## src/rtl/shifter_arbiter.sv

```systemverilog
// Round-robin share of one combinational barrel shifter between two requesters; Gnt one cycle after Req, Done the cycle after.
// One operation in flight; a requester holds Req until Gnt, the block holds Done/Res until that requester's Ack.
module shifter_arbiter #(
  parameter int WIDTH      = 16,
  parameter int SHW        = 4,
  parameter int FIRST_PRIO = 0
) (
  input  logic             Clock,
  input  logic             Resetn,
  input  logic             Req0,
  input  logic [WIDTH-1:0] Data0,
  input  logic [SHW-1:0]   Shamt0,
  input  logic [1:0]       Funct0,
  output logic             Gnt0,
  output logic             Done0,
  output logic [WIDTH-1:0] Res0,
  input  logic             Ack0,
  input  logic             Req1,
  input  logic [WIDTH-1:0] Data1,
  input  logic [SHW-1:0]   Shamt1,
  input  logic [1:0]       Funct1,
  output logic             Gnt1,
  output logic             Done1,
  output logic [WIDTH-1:0] Res1,
  input  logic             Ack1,
  output logic [WIDTH-1:0] Sh_Hyrja,
  output logic [SHW-1:0]   Sh_Shamt,
  output logic [1:0]       Sh_Funct,
  input  logic [WIDTH-1:0] Sh_Result,
  output logic             Busy
);

  typedef enum logic [1:0] {
    S_IDLE = 2'd0,
    S_EXEC = 2'd1,
    S_RESP = 2'd2
  } state_t;

  // Pointer holds the last-served id, so the opposite id wins the first tie.
  localparam logic PTR_RST = (FIRST_PRIO == 0) ? 1'b1 : 1'b0;

  state_t           r_state;
  state_t           w_next;
  logic             r_sel;
  logic             r_ptr;
  logic [WIDTH-1:0] r_opnd;
  logic [SHW-1:0]   r_shamt;
  logic [1:0]       r_funct;
  logic [WIDTH-1:0] r_res0;
  logic [WIDTH-1:0] r_res1;
  logic             w_any;
  logic             w_pick;
  logic             w_ack;

  assign w_any  = Req0 | Req1;
  assign w_pick = Req1 & (~Req0 | ~r_ptr);
  assign w_ack  = r_sel ? Ack1 : Ack0;

  always_ff @(posedge Clock or negedge Resetn) begin
    if (!Resetn) begin
      r_state <= S_IDLE;
    end else begin
      r_state <= w_next;
    end
  end

  always_comb begin
    w_next = r_state;
    unique case (r_state)
      S_IDLE:  if (w_any) w_next = S_EXEC;
      S_EXEC:  w_next = S_RESP;
      S_RESP:  if (w_ack) w_next = S_IDLE;
      default: w_next = S_IDLE;
    endcase
  end

  always_ff @(posedge Clock or negedge Resetn) begin
    if (!Resetn) begin
      r_sel   <= 1'b0;
      r_ptr   <= PTR_RST;
      r_opnd  <= '0;
      r_shamt <= '0;
      r_funct <= '0;
      r_res0  <= '0;
      r_res1  <= '0;
    end else begin
      if (r_state == S_IDLE && w_any) begin
        r_sel   <= w_pick;
        r_opnd  <= w_pick ? Data1  : Data0;
        r_shamt <= w_pick ? Shamt1 : Shamt0;
        r_funct <= w_pick ? Funct1 : Funct0;
      end
      if (r_state == S_EXEC) begin
        if (r_sel) r_res1 <= Sh_Result;
        else       r_res0 <= Sh_Result;
      end
      if (r_state == S_RESP && w_ack) begin
        r_ptr <= r_sel;
      end
    end
  end

  // Shifter inputs stay on the latched operands between operations.
  assign Sh_Hyrja = r_opnd;
  assign Sh_Shamt = r_shamt;
  assign Sh_Funct = r_funct;

  assign Gnt0  = (r_state == S_EXEC) && !r_sel;
  assign Gnt1  = (r_state == S_EXEC) &&  r_sel;
  assign Done0 = (r_state == S_RESP) && !r_sel;
  assign Done1 = (r_state == S_RESP) &&  r_sel;
  assign Res0  = r_res0;
  assign Res1  = r_res1;
  assign Busy  = (r_state != S_IDLE);

endmodule
```

## config.mk

```make
export PLATFORM = sky130hd
export DESIGN_NAME = shifter_arbiter
export DESIGN_NICKNAME = d
export VERILOG_FILES = /design/src/rtl/shifter_arbiter.sv
export SDC_FILE = /design/constraint.sdc
export NUM_CORES = 1
export LEC_CHECK = 0
export ABC_AREA = 1
export CAP_MARGIN = 15
export CORE_MARGIN = 5
export CORE_UTILIZATION = 44
export DETAILED_ROUTE_END_ITERATION = 10
export PLACE_DENSITY = 0.85
export SYNTH_ARGS = -nofsm -noshare
export SYNTH_HDL_FRONTEND = slang
export SYNTH_SLANG_ARGS = --single-unit
```

## constraint.sdc

```tcl
create_clock -name Clock -period 2.2 [get_ports Clock]
set_clock_uncertainty 0.2 [all_clocks]
set_input_delay 0.22 -clock Clock [delete_from_list [all_inputs] [get_ports Clock]]
set_output_delay 0.22 -clock Clock [all_outputs]
set_load 0.01 [all_outputs]
```

# Yosys cells after proc, flatten, opt, wreduce, memory -nomap -nowiden

Index checks and enable logic that the tools add are counted.

Logic and storage cells: 37
Output and inout port bits: 59
Input bits: 66
Bits in registers: 58

Reductions and logical operators: 12
Multiplexer cells: 7
Bitwise logic cells: 6
Equal/unequal tests: 4

Operator list:

| kind                                                             | number |
|---|---|
| 16-bit two-way mux                                               | 1 |
| 1-bit logical AND                                                | 6 |
| 2-bit two-way mux                                                | 3 |
| 2-bit case mux with 3 select lines                               | 1 |
| 2-bit AND reduction                                              | 3 |
| 4-bit two-way mux                                                | 1 |
| 2-bit inequality test (second input constant)                    | 2 |
| 1-bit inverter                                                   | 3 |
| 2-bit by 1-bit == test with 1-bit output (second input constant) | 1 |
| 2-bit == test (second input constant)                            | 1 |
| 2-bit zero test                                                  | 1 |
| 1-bit OR                                                         | 2 |
| 2-bit nonzero test                                               | 1 |
| 1-bit AND                                                        | 1 |
| 1-bit zero test                                                  | 1 |
| 1-bit two-way mux                                                | 1 |

# Logic depth before layout (Yosys ltp)

Gate-level depths: netlist of run 1.

Depth in word-level cells: 4
Gate-level depth with buffers: 6

# Worst setup path before layout of run 1

No wires, ideal clock.

Path kind: reg2reg
Start: register r_ptr
End: register r_funct[1] (netlist: Sh_Funct[1])
Stages on the path, launching flop included: 7
Required time: 1.883 ns
Path slack: 0.854 ns
Library setup time: 0.117 ns
Arrival: 1.028 ns
Buffers on the path: 1
Cell sequence: dfstp_2 -> nand2_1 -> nand2_2 -> buf_2 -> nand2_1 -> nand3_1 -> nand2_1

Longest elaborated chain between the ends: 4

RTL lines:

| what                   | line | text |
|---|---|---|
| from (decl)            | 45   | `logic r_ptr;` |
| from (signal assigned) | 98   | `r_ptr <= r_sel;` |
| 1-bit inverter         | 56   | `assign w_pick = Req1 & (~Req0 \| ~r_ptr);` |
| 1-bit OR               | 56   |  |
| 1-bit AND              | 56   |  |
| 2-bit two-way mux      | 91   | `r_funct <= w_pick ? Funct1 : Funct0;` |
| to (signal assigned)   | 91   |  |
| to (decl)              | 48   | `logic [1:0] r_funct;` |

No other way between the ends.
A chain may end at the register's enable or synchronous reset.

# Final worst setup path of run 1

Start: register r_state[0]
End: output Done0

Longest elaborated chain between the ends: 2

RTL lines:

| what                   | line | text |
|---|---|---|
| from (decl)            | 42   | `state_t r_state;` |
| from (signal assigned) | 63   | `r_state <= w_next;` |
| 2-bit == test          | 110  | `assign Done0 = (r_state == S_RESP) && !r_sel;` |
| 1-bit logical AND      | 110  |  |
| to (decl)              | 15   | `output logic Done0,` |

No other way between the ends.

==> impl_metrics.json, run 1 <==
{
  "outcome": "complete, no violations",
  "grt_overflow_total": 0,
  "highest_layer": "met4",
  "wl_met1_um": 3050,
  "tns_ns": 0,
  "grt_pass1_wl_um": 12200,
  "maxSlewViolCount": 0,
  "routed_via_density": 4.80,
  "ys_async_sr_fraction_pct": 100,
  "fp.dieArea_um2": 7700,
  "cp_max_fo": 6,
  "cp-start-kind": "flop",
  "wl_met3_um": 641,
  "synth-edff-count": 0,
  "grt_start_max_net_pins": 36,
  "die_h_um": 87.8,
  "critPathRequiredTime_ns": 1.78,
  "synth_ff_type": "dfrtp_1",
  "start_util_pct": 45.2,
  "ys_ff_latch": 58,
  "rsz0062_at_grt": "false",
  "ys_seq_area_share_pct": 54.6,
  "grt_pass1_vias": 2529,
  "relSlewSlack_pct": 62.6,
  "diodes": 0,
  "n_fill_cell": 451,
  "h-tree-depth": 3,
  "min_path_type": "primary input to async pin",
  "fin_nets": 529,
  "layout_commonest_cell": "clkdlybuf4s50_1",
  "cp_cell_sequence": "nor2_1 > inv_1 > nor2_1 > clkdlybuf4s50_1",
  "seq_area_um2": 1450,
  "syn_area_um2": 2660,
  "port_buffers": 124,
  "fmax_ghz": 0.483,
  "worstSetupEndpointType": "output pin",
  "synthesis.nets": 404,
  "synthToLayoutAreaGrowth_pct": 58.0,
  "gp_congestion": 0.798,
  "avgSynthCellArea_um2": 7.87,
  "p_per_area_nw_per_um2": 1350,
  "layout_common_cells": "clkdlybuf4s50_1 (122), nand2_1 (109), inv_1 (65), dfrtp_1 (56), nand3_1 (44)",
  "design.core.area_um2": 5890,
  "core.rowCount": 28,
  "grt.total_usage_pct": 20.5,
  "antenna_found_initial": 0,
  "path_class": "flop to output pin",
  "syn_inst": 338,
  "cts_buffers": 9,
  "dp_hpwl_um": 5550,
  "layout-drive-gt1-share_pct": 6.62,
  "multiInputGateArea_um2": 865,
  "clk_latency_ns": 0.32,
  "cp.arrival_ns": 1.65,
  "first_iter_violations": 123,
  "ys_warn_count": 0,
  "wl_met2_um": 3670,
  "finalPower_mw": 5.67,
  "cts_tree": "built",
  "design.portCount": 125,
  "routed_wl_um": 7440,
  "root_buffer": "clkbuf_8",
  "cts_buffer_depth": 2,
  "cp_slowest_cell": "clkdlybuf4s50_1",
  "finalSetupViolCount": 0,
  "clk_pin_slew_ns": 0.06,
  "tightestPinTransition_ns": 0.560,
  "post_cts_buffers": 0,
  "ant_nets": 0,
  "r2r.worst_path.cells": 5,
  "die_w_um": 87.8,
  "synthDistinctLibCells": 17,
  "post_drt_wl_per_cell_um": 13.7,
  "leakagePower_nw": 2.17,
  "peakVddDrop_v": 0.000897,
  "finalHoldViolCount": 0,
  "cp_common_cell": "nor2_1",
  "post-route-period-util_pct": 94.2,
  "vias": 2607,
  "fin_crit_ns": 2.07,
  "clock-sinks": 58,
  "first_pass_iters": 4,
  "critPathMaxStageDelay_ns": 0.57,
  "remaining_drc_errors": 0,
  "drv_cap": 0
}
where the power goes:
part / total [mW] / switching, mW / leakage [nW] / internal, mW
Combinational: 2.59 / 1.25 / 1.35 / 1.35
Clock: 1.13 / 0.402 / 0.119 / 0.728
Sequential: 1.95 / 0.334 / 0.705 / 1.61
Total: 5.67 / 1.98 / 2.17 / 3.69
worst paths after layout:
path	from	end	slack, ns
setup / recovery	r_state[0]	Done0	0.13
hold reg to reg	r_ptr	r_ptr	0.28
setup reg to reg	r_state[1]	Sh_Hyrja[14]	0.61
hold / removal	Resetn	Res1[9]	0.23
min in group Clock	Sh_Result[9]	Res1[9]	0.26
max in group asynchronous	Resetn	r_ptr	0.92
layer usage:
layer	vias up	global-route usage, %
met1	1210	27.7
met5	-	0
met3	5	4.33
met2	118	32.5
met4	0	7.81
li1	1274	-
stage by stage:
step	instance area [µm²]	utilization, %	hold slack, ns	std cells	setup slack, ns
after global routing	4200	71.4	0.266	543	0.00788
after floorplan	2660	-	-0.276	338	0.854
after CTS	4200	71.4	0.227	543	0.0376
after detailed placement	3950	67.2	0.0378	526	0.199
final	4200	71.4	0.230	543	0.128
after global placement	3950	67.2	0.0317	526	0.253
cells by family after synthesis:
logic type      Yosys count  synth area share, %
flops                    58                 54.6
buf+inv                  83                 12.9
compound gates           35                 6.72
simple gates            162                 25.8
layout make-up:
cell class                      count  area share, %
Clock buffer                       12           3.93
Clock inverter                      4           1.73
Inverter                           66           5.89
Multi-Input combinational cell    197           20.6
Sequential cell                    58           34.6
Tap cell                           75           2.23
Timing Repair Buffer              131           31.1
flip-flops by register name, indices dropped and copies added, names as in the netlist:
signal,flops
Sh_Shamt,4
Sh_Hyrja,16
Res0,16
r_state,2
r_ptr,1
Res1,16
r_sel,1
Sh_Funct,2
worst max-delay path, delay by kind of cell (launching register included):
kind / cells / cell delay (ns)
flip-flops: 1 / 0.45
buffers and inverters: 2 / 0.65
AND/OR/NAND/NOR: 2 / 0.24
cell usage after synthesis (2+ instances only):
cell type	n	share of area (%)
nand2_1	109	15
inv_1	65	9.2
dfrtp_1	57	54
nand3_1	44	8.3
o21ai_0	31	5.8
buf_2	13	2.4
nor2_1	5	0.71
o21ai_1	3	0.56
buf_4	2	0.56
nand3_2	2	0.75
repair_timing:
| action | in CTS | in global routing |
|---|---|---|
| setup endpoints to repair | 0 | 2 |
| hold buffers | 1 | 0 |
| resized for setup | 0 | 2 |
| hold endpoints to repair | 23 | 0 |
No activity file was read; power rests on OpenSTA's default activity.
==> run 2, diff against run 1 <==
- CORE_MARGIN: 5 -> 2
- HOLD_SLACK_MARGIN: unset -> 0.03
==> run 2 against run 1 <==
Net effect: count of clock-buffer cells in the layout down 1; register-to-register slack hardly changed; sequential power barely moved; final cell count grew 0.18%; flip-flop and latch count stayed put; global-route usage increased by 2.3 points; total power shrank 0.33%; largest cell class unchanged; largest power group unchanged.
==> impl_metrics.json, run 2 (synthesized netlist as in run 1, its figures left out) <==
{
  "die_h_um": 81.8,
  "switchingPower_mw": 2.01,
  "whs_ns": 0.219,
  "clk_pin_slew_ns": 0.06,
  "path_class": "flop to output pin",
  "rsz0062_at_grt": "false",
  "post-route-period-util_pct": 96.4,
  "maxSlewViolCount": 0,
  "fin_crit_ns": 2.12,
  "grt_pass1_vias": 2547,
  "vias": 2600,
  "min_path_type": "primary input to async pin",
  "layout_common_cells": "clkdlybuf4s50_1 (123), nand2_1 (109), inv_1 (65), dfrtp_1 (56), nand3_1 (44)",
  "clock-sinks": 58,
  "synthToLayoutAreaGrowth_pct": 57.5,
  "critPathMaxStageDelay_ns": 0.57,
  "leakagePower_nw": 2.15,
  "h-tree-depth": 3,
  "tns_ns": 0,
  "regToRegSetupSlack_ns": 0.61,
  "power_frac_clock_pct": 18.9,
  "switching_share_pct": 35.6,
  "cts_buffers": 9,
  "cp_slowest_cell": "clkdlybuf4s50_1",
  "diodes": 0,
  "dp_hpwl_um": 5230,
  "design.portCount": 125,
  "layout-drive-gt1-share_pct": 6.82,
  "pre_cts_ws_ns": 0.332,
  "cp_cell_sequence": "nor2_2 > inv_1 > nor2_1 > clkdlybuf4s50_1",
  "grt_overflow_total": 0,
  "design.core.area_um2": 5890,
  "peakVddDrop_v": 0.000802,
  "grt.total_usage_pct": 22.8,
  "instances_no_fill": 544,
  "cp_max_fo": 6,
  "p_int_mw": 3.64,
  "core.rowCount": 28,
  "worstSetupEndpointType": "output pin",
  "antenna_found_initial": 0,
  "first_pass_iters": 4,
  "outcome": "complete, no violations",
  "grt_start_max_net_pins": 36,
  "post_drt_wl_per_cell_um": 13.3,
  "finalHoldViolCount": 0,
  "gp_congestion": 0.709,
  "cp-start-kind": "flop",
  "finish.instance_area_um2": 4190,
  "port_buffers": 124,
  "cts_tree": "built",
  "root_buffer": "clkbuf_8",
  "cp.arrival_ns": 1.70,
  "finalSetupViolCount": 0,
  "cts_buffer_depth": 2,
  "start_util_pct": 45.2,
  "path_buf_inv": 2,
  "pwr-share-comb_pct": 46.5,
  "p_per_area_nw_per_um2": 1350,
  "drv_cap": 0,
  "finalPower_mw": 5.65,
  "critPathRequiredTime_ns": 1.78,
  "fin_nets": 530,
  "die_w_um": 81.8,
  "remaining_drc_errors": 0,
  "ant_nets": 0,
  "routed_wl_um": 7220,
  "fmax_ghz": 0.472,
  "setup_ws_ns": 0.0796,
  "fp.dieArea_um2": 6690,
  "clk_latency_ns": 0.32,
  "first_iter_violations": 89,
  "placed_cells": 527,
  "relSlewSlack_pct": 64.1,
  "layout_commonest_cell": "clkdlybuf4s50_1",
  "place_area_um2": 3960,
  "n_fill_cell": 467,
  "power_frac_seq_pct": 34.5,
  "grt_pass1_wl_um": 11700,
  "routed_via_density": 4.78,
  "tightestPinTransition_ns": 0.538,
  "final_util_pct": 71.2,
  "path_delay_family": "buffers and inverters"
}
run 2: power groups by stage:
stage               Combinational, mW  Sequential (mW)  Clock, mW
floorplan                       0.960             2.14          0
global placement                 2.54             1.92          0
detailed placement               2.64             1.95          0
CTS                              2.66             1.95       1.08
global route                     2.93             2.01       1.13
finish                           2.63             1.95       1.07
run 2: path summary, 6_finish.rpt:
check,start,to,cells past startpoint
worst max-delay path,r_state[0],Done1,4
worst min-delay path,Resetn,Res1[8],2
worst max register to register,r_ptr,Sh_Hyrja[5],5
worst min register to register,Sh_Hyrja[11],Sh_Hyrja[11],2
max in group asynchronous,Resetn,r_ptr,3
min in group Clock,Sh_Result[8],Res1[8],3
run 2: layout make-up:
type | count | area [µm²] | share of cell area, %
Sequential cell | 58 | 1450 | 34.7
Timing Repair Buffer | 132 | 1310 | 31.3
Multi-Input combinational cell | 197 | 867 | 20.7
Clock buffer | 11 | 141 | 3.37
Clock inverter | 5 | 77.6 | 1.85
Tap cell | 75 | 93.8 | 2.24
Inverter | 66 | 248 | 5.91
run 2: timing repair:
item | CTS | global route
gates resized for setup | 0 | 2
endpoints found under the hold margin | 23 | 0
endpoints found under the setup margin | 0 | 1
setup buffers | 0 | 0
hold buffers | 1 | 0
run 2: per-layer routing:
| metal | track usage, % | share of wire, % |
|---|---|---|
| met5 | 0 | 0 |
| met1 | 28.1 | 40 |
| met3 | 5.71 | 8.7 |
| met2 | 38.7 | 50 |
| met4 | 8.17 | 0.96 |
